### src/rtl/apb_master.sv
// apb_master: single-outstanding APB3 requester bridging a valid/ready command stream to APB
//
// Parameters
//   DW       data width of pwdata/prdata and command/response data
//   AW       address width of paddr and cmd_addr
//   TIMEOUT  pready-low cycles tolerated in ACCESS before abort; 0 disables the timeout
//
// Ports
//   pclk, presetn                       clock, asynchronous active-low reset
//   cmd_valid/cmd_ready                 command handshake (cmd_ready only in IDLE)
//   cmd_write, cmd_addr, cmd_wdata      command payload
//   rsp_valid/rsp_ready                 response handshake
//   rsp_rdata, rsp_err                  read data (0 for writes/aborts), error flag
//   psel, penable, pwrite, paddr, pwdata  registered APB request outputs
//   prdata, pready, pslverr             APB completer inputs
module apb_master #(
    parameter int DW      = 32,
    parameter int AW      = 5,
    parameter int TIMEOUT = 16
) (
    input  logic          pclk,
    input  logic          presetn,
    input  logic          cmd_valid,
    output logic          cmd_ready,
    input  logic          cmd_write,
    input  logic [AW-1:0] cmd_addr,
    input  logic [DW-1:0] cmd_wdata,
    output logic          rsp_valid,
    input  logic          rsp_ready,
    output logic [DW-1:0] rsp_rdata,
    output logic          rsp_err,
    output logic          psel,
    output logic          penable,
    output logic          pwrite,
    output logic [AW-1:0] paddr,
    output logic [DW-1:0] pwdata,
    input  logic [DW-1:0] prdata,
    input  logic          pready,
    input  logic          pslverr
);

    localparam int CW = (TIMEOUT > 0) ? $clog2(TIMEOUT + 1) : 1;
    localparam logic [CW-1:0] TO = CW'(TIMEOUT);

    typedef enum logic [1:0] {IDLE, SETUP, ACCESS, RESP} state_t;

    state_t        r_state, w_state;
    logic          r_psel, w_psel;
    logic          r_penable, w_penable;
    logic          r_pwrite, w_pwrite;
    logic [AW-1:0] r_paddr, w_paddr;
    logic [DW-1:0] r_pwdata, w_pwdata;
    logic          r_rsp_valid, w_rsp_valid;
    logic [DW-1:0] r_rsp_rdata, w_rsp_rdata;
    logic          r_rsp_err, w_rsp_err;
    logic [CW-1:0] r_cnt, w_cnt;
    logic [CW-1:0] w_cnt_inc;
    logic          w_timeout;

    // Saturating increment; the abort compares against the post-increment value so
    // penable is high for exactly TIMEOUT cycles before the bus is released.
    assign w_cnt_inc = (r_cnt == {CW{1'b1}}) ? r_cnt : r_cnt + CW'(1);
    assign w_timeout = (TIMEOUT != 0) && (w_cnt_inc == TO);

    always_ff @(posedge pclk or negedge presetn) begin
        if (!presetn) begin
            r_state     <= IDLE;
            r_psel      <= 1'b0;
            r_penable   <= 1'b0;
            r_pwrite    <= 1'b0;
            r_paddr     <= '0;
            r_pwdata    <= '0;
            r_rsp_valid <= 1'b0;
            r_rsp_rdata <= '0;
            r_rsp_err   <= 1'b0;
            r_cnt       <= '0;
        end else begin
            r_state     <= w_state;
            r_psel      <= w_psel;
            r_penable   <= w_penable;
            r_pwrite    <= w_pwrite;
            r_paddr     <= w_paddr;
            r_pwdata    <= w_pwdata;
            r_rsp_valid <= w_rsp_valid;
            r_rsp_rdata <= w_rsp_rdata;
            r_rsp_err   <= w_rsp_err;
            r_cnt       <= w_cnt;
        end
    end

    always_comb begin
        w_state     = r_state;
        w_psel      = r_psel;
        w_penable   = r_penable;
        w_pwrite    = r_pwrite;
        w_paddr     = r_paddr;
        w_pwdata    = r_pwdata;
        w_rsp_valid = r_rsp_valid;
        w_rsp_rdata = r_rsp_rdata;
        w_rsp_err   = r_rsp_err;
        w_cnt       = r_cnt;
        case (r_state)
            IDLE: begin
                if (cmd_valid) begin
                    w_state   = SETUP;
                    w_psel    = 1'b1;
                    w_penable = 1'b0;
                    w_pwrite  = cmd_write;
                    w_paddr   = cmd_addr;
                    w_pwdata  = cmd_wdata;
                    w_cnt     = '0;
                end
            end
            SETUP: begin
                w_state   = ACCESS;
                w_penable = 1'b1;
            end
            ACCESS: begin
                if (pready) begin
                    w_state     = RESP;
                    w_psel      = 1'b0;
                    w_penable   = 1'b0;
                    w_rsp_valid = 1'b1;
                    w_rsp_rdata = r_pwrite ? '0 : prdata;
                    w_rsp_err   = pslverr;
                end else begin
                    w_cnt = w_cnt_inc;
                    if (w_timeout) begin
                        w_state     = RESP;
                        w_psel      = 1'b0;
                        w_penable   = 1'b0;
                        w_rsp_valid = 1'b1;
                        w_rsp_rdata = '0;
                        w_rsp_err   = 1'b1;
                    end
                end
            end
            RESP: begin
                if (rsp_ready) begin
                    w_state     = IDLE;
                    w_rsp_valid = 1'b0;
                end
            end
            default: begin
                w_state     = IDLE;
                w_psel      = 1'b0;
                w_penable   = 1'b0;
                w_rsp_valid = 1'b0;
            end
        endcase
    end

    assign cmd_ready = (r_state == IDLE);
    assign psel      = r_psel;
    assign penable   = r_penable;
    assign pwrite    = r_pwrite;
    assign paddr     = r_paddr;
    assign pwdata    = r_pwdata;
    assign rsp_valid = r_rsp_valid;
    assign rsp_rdata = r_rsp_rdata;
    assign rsp_err   = r_rsp_err;

endmodule
### config.mk
export PLATFORM = sky130hd
export DESIGN_NAME = apb_master
export DESIGN_NICKNAME = d
export VERILOG_FILES = /design/src/rtl/apb_master.sv
export SDC_FILE = /design/constraint.sdc
export NUM_CORES = 1
export LEC_CHECK = 0
export ABC_AREA = 1
export CAP_MARGIN = 5
export CORE_MARGIN = 3
export CORE_UTILIZATION = 40
export CTS_CLUSTER_DIAMETER = 120
export DETAILED_ROUTE_END_ITERATION = 7
export PLACE_DENSITY = 0.74
export SKIP_LAST_GASP = 1
export SYNTH_ARGS = -nofsm -noshare
export SYNTH_HDL_FRONTEND = slang
export SYNTH_SLANG_ARGS = --single-unit
### constraint.sdc
create_clock -name pclk -period 2.1 [get_ports pclk]
set_input_delay 0.42 -clock pclk [delete_from_list [all_inputs] [get_ports pclk]]
set_output_delay 0.42 -clock pclk [all_outputs]
set_load 0.01 [all_outputs]
==> out/results.txt, run 1 <==
run status -> finished clean
post-detailed-route DRC marker count -> 0
largest cells by area after synthesis -> sky130_fd_sc_hd__dfrtp_1 60%, sky130_fd_sc_hd__mux2_2 13%, sky130_fd_sc_hd__nand2_1 6.4%
final slew viol count -> 0
overflow left after global routing -> 0
final critical-path required period -> 1.881 ns
sum of negative setup slack -> 0 ns
routability congestion estimate -> 0.7629
HPWL reported at the end of detailed placement -> 6.474 mm
yosys synthesis warning count -> 0
Critical R2R Capture -> rsp_rdata[13]
maximum number of pins on one net before global-route repair -> 41
number of core rows -> 32
routed len/inst -> 14.81 µm
fraction of post-synthesis cell area in the top cell type by area -> 60.36%
core region area -> 7928 µm²
Pleak -> 2.419 nW
total power draw -> 7.276 mW
number of synthesized register bits -> 81
Setup-failing EPs final -> 0
die height -> 97.63 µm
share of the cycle needed by the critical path after routing -> 89.58%
critical path start-end classification -> flip-flop to flip-flop
count of flip-flops with a built-in enable after synthesis -> 0
Maximum Capacitance Violations -> 0
via count -> 2,681
post-route clock skew -> 0.007092 ns
unrepaired setup endpoints after global routing -> no
post-synthesis compound-gate area fraction -> 6.520%
WP data required -> 2.30 ns
first-pass GRT wire length -> 13.70 mm
Seq/Total Area, Yosys -> 60.36%
worst hold path class -> input port to async pin
combined global-route utilization of all metal layers -> 18.02%
antenna violations before repair -> 0
largest family of logic cells by synthesized area -> multiplexers
Post-Syn Area -> 3358 µm²
data arrival time of the critical path -> 2.08 ns
final instance count without filler cells -> 573
count of cell types in the netlist -> 22
met1 Resource Use GR -> 20.05%
Final Hold Fails -> 0
cts bufs inserted -> 9
depth of the worst register-to-register path -> 9
source-to-sink clock delay at the later pin of the worst-skew pair -> 0.34 ns
FFs w/ async S/R, synth -> 100.0%
clock root cell -> sky130_fd_sc_hd__clkbuf_8
area share of and/or/nand/nor cells after synthesis -> 10.28%
# clock sinks -> 81
initial DRC count -> 114
H-Tree Depth -> 3
flop2flop setup slack -> 0.22 ns
transition time of the tightest slew-check pin -> 0.6163 ns
endpoint kind of the worst setup timing path -> flip-flop
vias per cell -> 4.679
final net count -> 548
layer carrying the most global-route usage -> met2
per-instance average area after synthesis -> 10.83 µm²
fraction of synthesized area in multiplexers -> 12.74%
FMAX -> 0.5316 GHz
reg-to-reg startpoint -> r_cnt[0]
Adder-Cell Fraction of Synth Area -> 2.235%
Max FO, Critical Path -> 33
Cell Count Post-Placement -> 557
number of global-route vias before repair -> 2,841
die width -> 97.63 µm
Max Root-Sink Buffers -> 2
Post-Syn Instances -> 310
starting density of the core -> 42.36%
global-route met2 utilization -> 32.26%
number of placed I/O pins -> 151
Diodes inserted -> 0
cell accounting for the most synthesized area -> sky130_fd_sc_hd__dfrtp_1
Clk pin slew, worst setup/hold paths -> 0.08 ns
prevailing post-synth register cell -> sky130_fd_sc_hd__dfrtp_1
headroom to the max-slew limit -> 58.91%
number of port buffers -> 150
clock tree from TritonCTS -> yes
peak supply drop -> 660.3 µV
router iterations before antenna repair -> 5
power density normalized to cell area -> 1400 nW/µm²
final WL -> 8.486 mm
P&R area growth vs syn -> 54.73%
commonest cells in the netlist -> 81 x sky130_fd_sc_hd__dfrtp_1, 57 x sky130_fd_sc_hd__nand2_1, 51 x sky130_fd_sc_hd__inv_1
post-synthesis share of cell area spent on xor and xnor gates -> 0%
dominant cell by count in the synthesized netlist -> sky130_fd_sc_hd__dfrtp_1
crit start category -> flip-flop
synthesized netlist net count -> 392
Util after Layout -> 65.55%
Die Footprint -> 9531 µm²
proportion of layout cells with a drive suffix above 1 -> 14.01%
Detail Route Antenna Nets -> 0
GRT met3 Usage -> 4.882%
[metrics by stage]
| stage | area (µm²) | hold WS [ns] | setup slack [ns] |
|---|---|---|---|
| 2_1_floorplan | 3358 | 0.1244 | 0.4077 |
| 5_1_grt | 5196 | 0.05969 | 0.00006306 |
| 4_1_cts | 5196 | 0.04636 | 0.2146 |
| 6_report | 5196 | 0.02968 | 0.2189 |
| 3_3_place_gp | 4982 | 0.4377 | 0.2635 |
| 3_5_place_dp | 4982 | 0.4326 | 0.2110 |
[worst max path at each step]
stage / start / end / slack (ns) / cells after the start
global placement: pready / rsp_rdata[28] / 0.26 / 4
finish: r_cnt[0] / rsp_rdata[13] / 0.22 / 9
floorplan: r_state[0] / pwdata[20] / 0.41 / 6
global route: r_cnt[0] / rsp_rdata[30] / 0.00006 / 9
CTS: r_cnt[0] / rsp_rdata[13] / 0.21 / 9
detailed placement: pready / rsp_rdata[28] / 0.21 / 4
[area by class of cell]
cell class,instances,area (µm²)
multi-input cells,167,1067
well taps,102,127.6
clock inverters,4,50.05
repair buffers,156,1568
flip-flops and latches,81,2027
inverters,51,191.4
fillers,643,2731
clock buffers,12,165.2
[cells by family after synthesis]
| family | Yosys count |
|---|---|
| buffers and inverters | 62 |
| muxes | 38 |
| DFF | 81 |
| adders and majority gates | 6 |
| AOI/OAI and AO/OA | 42 |
| and+or+nand+nor | 81 |
[power breakdown]
part / internal (mW) / leakage (nW) / switching [mW]
combinational: 1.97 / 1.31 / 1.43
sequential: 2.29 / 1.01 / 0.409
clock: 0.645 / 0.105 / 0.543
total: 4.90 / 2.42 / 2.38
[registers in the layout, indices dropped and copies added (netlist names)]
name,cells
paddr,5
penable,1
psel,1
pwdata,32
pwrite,1
r_cnt,5
r_state,2
rsp_err,1
rsp_rdata,32
rsp_valid,1
[layout by cell type (no fill, tap or decap), types with 2 or more instances in the layout]
cell                              Yosys  final
sky130_fd_sc_hd__a21oi_1              2      2
sky130_fd_sc_hd__clkdlybuf4s50_1      0    148
sky130_fd_sc_hd__nand3_1             10     10
sky130_fd_sc_hd__dfrtp_1             81     81
sky130_fd_sc_hd__o21ai_1             29     29
sky130_fd_sc_hd__clkbuf_8             0     12
sky130_fd_sc_hd__nor2_1               6      6
sky130_fd_sc_hd__o21ai_0              6      6
sky130_fd_sc_hd__ha_1                 6      6
sky130_fd_sc_hd__buf_4                1      5
sky130_fd_sc_hd__mux2_2              38     38
sky130_fd_sc_hd__buf_12               0      2
sky130_fd_sc_hd__inv_1               51     51
sky130_fd_sc_hd__clkinvlp_4           0      2
sky130_fd_sc_hd__nand2_1             57     57
sky130_fd_sc_hd__o22ai_1              3      3
sky130_fd_sc_hd__nand4_1              4      4
[routing by layer]
layer | part of all wire, % | vias to the layer above
met1 | 38 | 1273
met3 | 5.7 | 17
met4 | 2.5 | 0
met5 | 0 | -
met2 | 54 | 90
li1 | - | 1301
[critical path: stages (launching register included)]
cell                      delay (ns)
sky130_fd_sc_hd__dfrtp_1        0.43
sky130_fd_sc_hd__ha_1           0.26
sky130_fd_sc_hd__nand4_1        0.17
sky130_fd_sc_hd__inv_1          0.08
sky130_fd_sc_hd__nor2_1         0.18
sky130_fd_sc_hd__nand3_2        0.11
sky130_fd_sc_hd__nand2_2        0.10
sky130_fd_sc_hd__nand2_4        0.21
sky130_fd_sc_hd__nand2_1        0.12
sky130_fd_sc_hd__o21ai_1        0.08
[repair_timing]
item	CTS	global route
hold buffers	0	0
endpoints found under the setup margin	1	0
setup buffers	0	0
resized for setup	1	0
Note: power is estimated with default switching activity, not from simulation.
==> run 2, diff against run 1 <==
SLEW_MARGIN = 20   (was default)
==> results of run 2 <==
Same layout as run 1: the final DEF is identical, and so are final timing and power.
==> run 3, diff against run 2 <==
CAP_MARGIN = default   (was 5)
==> results of run 3 <==
Same layout as run 1: the final DEF is identical, and so are final timing and power.
